### src/rtl/cube_loader.sv
// Byte-stream loader for a cube solver: assembles 15 bytes into a 120-bit state,
// pulses run, then waits for the solver's finish edge or a timeout.
module cube_loader #(
  parameter int unsigned            CNT_W   = 20,
  parameter logic [CNT_W-1:0]       TIMEOUT = 20'hFFFFF
) (
  input  logic             clk,
  input  logic             rst_n,
  input  logic             in_valid,
  input  logic [7:0]       in_data,
  output logic             in_ready,
  output logic [119:0]     d,
  output logic             run,
  input  logic             fin,
  output logic             busy,
  output logic             done,
  output logic             timeout,
  output logic [CNT_W-1:0] cycles
);

  typedef enum logic [1:0] {LOAD, RUN, WAIT} state_e;

  state_e           state_q, state_d;
  logic [3:0]       idx_q, idx_d;
  logic [119:0]     d_q, d_d;
  logic [CNT_W-1:0] cnt_q, cnt_d;
  logic [CNT_W-1:0] cycles_q, cycles_d;
  logic             done_d, to_d;
  logic             fin_q, fin_evt;
  logic             rdy_q, run_q, busy_q, done_q, to_q;
  logic [6:0]       pos;

  assign fin_evt = fin && !fin_q;
  assign pos     = 7'd119 - {idx_q, 3'b000};

  always_comb begin
    state_d  = state_q;
    idx_d    = idx_q;
    d_d      = d_q;
    cnt_d    = cnt_q;
    cycles_d = cycles_q;
    done_d   = 1'b0;
    to_d     = 1'b0;
    case (state_q)
      LOAD: begin
        if (in_valid && rdy_q) begin
          d_d[pos -: 8] = in_data;
          if (idx_q == 4'd14) begin
            idx_d   = 4'd0;
            state_d = RUN;
          end else begin
            idx_d = idx_q + 4'd1;
          end
        end
      end
      RUN: begin
        state_d = WAIT;
        cnt_d   = '0;
      end
      WAIT: begin
        cnt_d = cnt_q + 1'b1;
        // Finish takes priority over a timeout landing on the same cycle.
        if (fin_evt) begin
          cycles_d = cnt_q;
          done_d   = 1'b1;
          state_d  = LOAD;
          cnt_d    = '0;
        end else if (cnt_q == TIMEOUT) begin
          cycles_d = TIMEOUT;
          to_d     = 1'b1;
          state_d  = LOAD;
          cnt_d    = '0;
        end
      end
      default: state_d = LOAD;
    endcase
  end

  // Handshake and status flags are registered from the next state, so they
  // line up with the state they describe and never depend on in_valid.
  always_ff @(posedge clk or negedge rst_n) begin
    if (!rst_n) begin
      state_q  <= LOAD;
      idx_q    <= '0;
      d_q      <= '0;
      cnt_q    <= '0;
      cycles_q <= '0;
      fin_q    <= 1'b0;
      rdy_q    <= 1'b0;
      run_q    <= 1'b0;
      busy_q   <= 1'b0;
      done_q   <= 1'b0;
      to_q     <= 1'b0;
    end else begin
      state_q  <= state_d;
      idx_q    <= idx_d;
      d_q      <= d_d;
      cnt_q    <= cnt_d;
      cycles_q <= cycles_d;
      fin_q    <= fin;
      rdy_q    <= (state_d == LOAD);
      run_q    <= (state_d == RUN);
      busy_q   <= (state_d == RUN) || (state_d == WAIT);
      done_q   <= done_d;
      to_q     <= to_d;
    end
  end

  assign in_ready = rdy_q;
  assign d        = d_q;
  assign run      = run_q;
  assign busy     = busy_q;
  assign done     = done_q;
  assign timeout  = to_q;
  assign cycles   = cycles_q;

endmodule

### config.mk
export PLATFORM = sky130hd
export DESIGN_NAME = cube_loader
export DESIGN_NICKNAME = d
export VERILOG_FILES = /design/src/rtl/cube_loader.sv
export SDC_FILE = /design/constraint.sdc
export NUM_CORES = 1
export LEC_CHECK = 0
export ABC_AREA = 1
export CAP_MARGIN = 20
export CORE_MARGIN = 2
export CORE_UTILIZATION = 55
export DETAILED_ROUTE_END_ITERATION = 12
export PLACE_DENSITY = 0.95
export SLEW_MARGIN = 20
export SYNTH_ARGS = -nofsm -noshare
export SYNTH_HDL_FRONTEND = slang
export SYNTH_SLANG_ARGS = --single-unit
### constraint.sdc
create_clock -name clk -period 3.34 [get_ports clk]
set_input_delay 0.334 -clock clk [delete_from_list [all_inputs] [get_ports clk]]
set_output_delay 0.334 -clock clk [all_outputs]
set_load 0.01 [all_outputs]
After elaboration in Yosys (flattened, before gate mapping):

Cells that the tools add are included.

* add/sub/neg operators: 4
* equal/unequal tests: 6
* shift operators: 2
* multiplexer cells: 17
* reductions and logical operators: 10

Operators with widths (number)
* $shift 8x9->127 const A: 1
* $shiftx 8x9->127: 1
* $bwmux 120: 1
* $mux 20: 4
* $pmux 20 s2: 1
* $add 20x1->20 const B: 1
* $eq 20x20->1 const B: 1
* $neg 7->9: 1
* $mux 2: 4
* $sub 7x7->7 const A: 1
* $pmux 2 s3: 1
* $mux 1: 5
* $add 4x1->4 const B: 1
* $eq 2x1->1 const B: 2
* $eq 2x2->1 const B: 2
* $eq 4x4->1 const B: 1
* $logic_not 2->1: 2
* $mux 4: 1
* $reduce_and 2->1: 2
* $reduce_bool 2->1: 2
* $logic_and 1x1->1: 2
* $logic_not 1->1: 1
* $logic_or 1x1->1: 1

* flip-flop bits (word level): 172
* output and inout port bits: 145

Depth between registers and ports, before layout:

* depth in word-level cells: 6
* depth in mapped cells: 12
* mapped depth without buffers: 12

Least setup slack after synthesis:

No wires, ideal clock.

* path kind: reg-to-reg
* start: register idx_q[0]
* end: register d_q[10] (netlist: d[10])
* setup time: 0.083 ns
* arrival time: 1.905 ns
* data required time: 3.257 ns
* setup slack: 1.352 ns
* cell stages (with the launch flop): 8
* path buffers: 3
* clock period less this slack: 1.988 ns
* cells stage by stage: dfrtp_1 -> buf_6 -> clkinv_1 -> ha_1 -> clkbuf_1 -> clkbuf_1 -> nand3_1 -> o21ai_0

* word-level cells in the longest chain between the ends: 4
* elaborated cells between the ends (all ways): 5
* those cells by class: add/sub (2); shift (2); mux (1)

RTL lines
* start, declared: RTL line 24 `logic [3:0] idx_q, idx_d;`
* start signal, assigned: RTL line 96 `idx_q <= idx_d;`
* $sub 7x7->7 (*): RTL line 34 `assign pos = 7'd119 - {idx_q, 3'b000};`
* $neg 7->9 (*): RTL line 47 `d_d[pos -: 8] = in_data;`
* $shiftx 8x9->127 / $shift 8x9->127 (equally long branches): RTL line 47
* $bwmux 120 (*): RTL line 47
* end signal, assigned: RTL line 85 `d_q <= '0;`
* end signal, assigned: RTL line 97 `d_q <= d_d;`
* end, declared: RTL line 25 `logic [119:0] d_q, d_d;`

Every way passes the cells marked *; elsewhere a longest branch is shown, timed or not.
A chain may end at the register's enable or synchronous reset.

Worst setup path after layout:

* start: register idx_q[0]
* end: register d_q[67] (netlist: d[67])

Same word-level chain as after synthesis.

==> flow_summary.ini <==
[outcome]
status = finished, final reports clean

[worst_setup_path]
r2r_start = idx_q[0]$_DFFE_PN0P_
worstPathCellList = clkinv_1, ha_1, inv_1, nor3_1, inv_1, o21ai_0
crit_arrival_ns = 2.86
end_kind = register
regToRegSetupSlack_ns = 0.81
rr_endpoint = d[67]$_DFFE_PN0P_
cp_slowest_cell = ha_1
slowest_delay_ns = 0.88
required_ns = 3.67
crit_type = register to register
crit_fanout = 25
worstSetupStartpointType = register
cpMostUsedCell = inv_1
ff2ff_path_depth = 6

[cells_and_area]
layout.nets = 986
multi_input_area_um2 = 2670
nFillCells = 914
antenna_cells = 0
fin_util_pct = 73.1
area_delta_synth_final_pct = 30.1
register_area_um2 = 4300
drive_gt1_share_pct = 6.06

[cts]
cts_sinks = 172
clock_latency_ns = 0.43
h-tree-depth = 4
clockRootBuffer = clkbuf_16
path_clk_slew_ns = 0.07
cts_max_path_buffers = 2
tritoncts = built
postCtsSetupBuffers = 0
numCtsBuffers = 17

[timing]
setup_viol = 0
fin_ws_ns = 0.810
finalHoldViolations = 0
period_share_pct = 75.7
skew_ns = 0.0119
drv_slew = 0
fmax_mhz = 395
relSlewSlack_pct = 49.2
rsz0062_at_grt = no
final.setup.tns_ns = 0
worstMarginPinSlew_ns = 0.761
period_needed_ns = 2.53

[floorplanning]
ios = 157
start_util_pct = 56.2
rows = 42
die_w_um = 120
coreArea_um2 = 13200
fp.dieH_um = 120
die_area_um2 = 14500

[power_and_ir_drop]
power.leakage_nw = 4.29
ir_drop_uv = 513
power.density_nw_per_um2 = 895
power.total_mw = 8.66

[routing]
route.vias.total = 6370
viasPerCell = 5.54
antenna_left = 0
drt-initial-drc-count = 609
wl_per_cell_um = 16.8
routed_wl_mm = 19.3
firstDrtPassIters = 7
drcViolationCount = 0

[grt]
grt_pass1_vias = 6255
grt_max_degree = 89
antenna_found_initial = 0
overflow = 0
grt_pass1_wl_mm = 31.3
gr-usage-all-layers_pct = 27.9

[synthesis]
ys_ff_latch = 172
syn_nets = 836
postSynthCellCount = 810
avgSynthCellArea_um2 = 9.19
synth_area_um2 = 7440
seq_area_frac_synth_pct = 57.8
synth_cell_types = 30
yosys_warnings = 0

[min_path]
min_from = fin
holdPathStages = 1
hold_end = fin_q$_DFF_PN0_
hold_class = input port to register

[placement]
port_buffers = 156
place_ws_ns = 0.742
dpl.hpwl_mm = 13.2
place_congestion = 0.910

[job]
max_cap_violations = 0
cells by family after synthesis:
kind of cell               Yosys count  share of synthesized area [%]
AOI/OAI and AO/OA                  155                           10.5
buffers and inverters               97                           6.22
xor gates and xnor gates            13                           1.78
adders and majority gates           14                           2.35
and+or+nand+nor                    359                           21.3
DFF                                172                           57.8
critical path: cells and delay by family (launching register included):
kind            cells  cell delay [ns]
fa+ha+maj           1             0.88
buf+inv             3             0.70
simple gates        1             0.28
compound gates      1             0.22
flops               1             0.36
power breakdown:
part	switching, mW	total [mW]	internal, mW
clock	0.883	2.01	1.13
combinational	1.94	3.48	1.55
sequential	0.431	3.16	2.73
total	3.25	8.66	5.41
per-stage QoR:
stage / cell area, um2 / hold slack [ns] / instances
finish: 9680 / 0.367 / 1149
global route: 9680 / 0.391 / 1149
CTS: 9680 / 0.361 / 1149
detailed placement: 9060 / 0.427 / 1116
global placement: 9060 / 0.423 / 1116
floorplan: 7440 / 0.0384 / 810
flip-flops by register name, indices dropped and copies added, names as in the netlist:
| register | flops |
|---|---|
| busy | 1 |
| idx_q | 4 |
| run | 1 |
| fin_q | 1 |
| timeout | 1 |
| cnt_q | 20 |
| done | 1 |
| d | 120 |
| cycles | 20 |
| in_ready | 1 |
| state_q | 2 |
synth_stat cells (all sizes together):
library cell | count | area share (%)
a21oi | 25 | 1.7
and2 | 1 | 0.084
buf | 19 | 2.3
clkbuf | 13 | 0.66
clkinv | 2 | 0.10
dfrtp | 172 | 58
ha | 14 | 2.4
inv | 63 | 3.2
nand2 | 207 | 11
nand3 | 32 | 3.0
nand3b | 1 | 0.10
nand4 | 3 | 0.25
nor2 | 64 | 3.6
nor3 | 51 | 3.4
o21ai | 128 | 8.6
o22ai | 2 | 0.17
xnor2 | 6 | 0.71
xor2 | 7 | 1.1
how the worst max path moves through the flow:
| stage | startpoint | to | slack, ns |
|---|---|---|---|
| 6_report | idx_q[0]$_DFFE_PN0P_ | d[67]$_DFFE_PN0P_ | 0.81 |
| 5_1_grt | idx_q[0]$_DFFE_PN0P_ | d[65]$_DFFE_PN0P_ | 0.54 |
| 4_1_cts | idx_q[0]$_DFFE_PN0P_ | d[67]$_DFFE_PN0P_ | 0.84 |
| 3_5_place_dp | in_valid | d[97]$_DFFE_PN0P_ | 0.74 |
| 3_3_place_gp | in_valid | d[47]$_DFFE_PN0P_ | 0.84 |
| 2_1_floorplan | idx_q[0]$_DFFE_PN0P_ | d[10]$_DFFE_PN0P_ | 1.35 |
what timing repair did:
action                                 CTS  global route
endpoints found under the hold margin   84             0
hold buffers                             1             0
gates resized for setup                  0             0
placed cells by master, fill, tap and decap left out, types with 4 or more instances in the layout:
| cell | n |
|---|---|
| clkbuf_16 | 17 |
| clkdlybuf4s50_1 | 155 |
| nand3_1 | 27 |
| nand3_4 | 5 |
| nor2_1 | 58 |
| a21oi_1 | 25 |
| nor3_1 | 51 |
| nand2_1 | 201 |
| xnor2_1 | 6 |
| ha_1 | 14 |
| o21ai_0 | 90 |
| xor2_1 | 6 |
| inv_8 | 4 |
| buf_4 | 5 |
| inv_1 | 61 |
| dfrtp_1 | 172 |
| clkinvlp_4 | 4 |
| o21ai_1 | 38 |
per-layer routing:
metal	up-vias	share of wire [%]	track usage [%]	wire (um)
li1	2943	-	-	-
met1	3046	39	34.1	7440
met2	318	51	47.6	9910
met3	63	6.1	4.62	1180
met4	0	3.9	14.5	757
met5	-	0	0	0
final cells by class:
type                    count  share of cell area [%]
well taps                 176                    2.28
clock inverters            15                    1.85
flip-flops and latches    172                    44.5
multi-input cells         541                    27.6
repair buffers            163                    16.8
clock buffers              17                    4.40
inverters                  65                    2.55
Power figures use the tool's default switching activity.
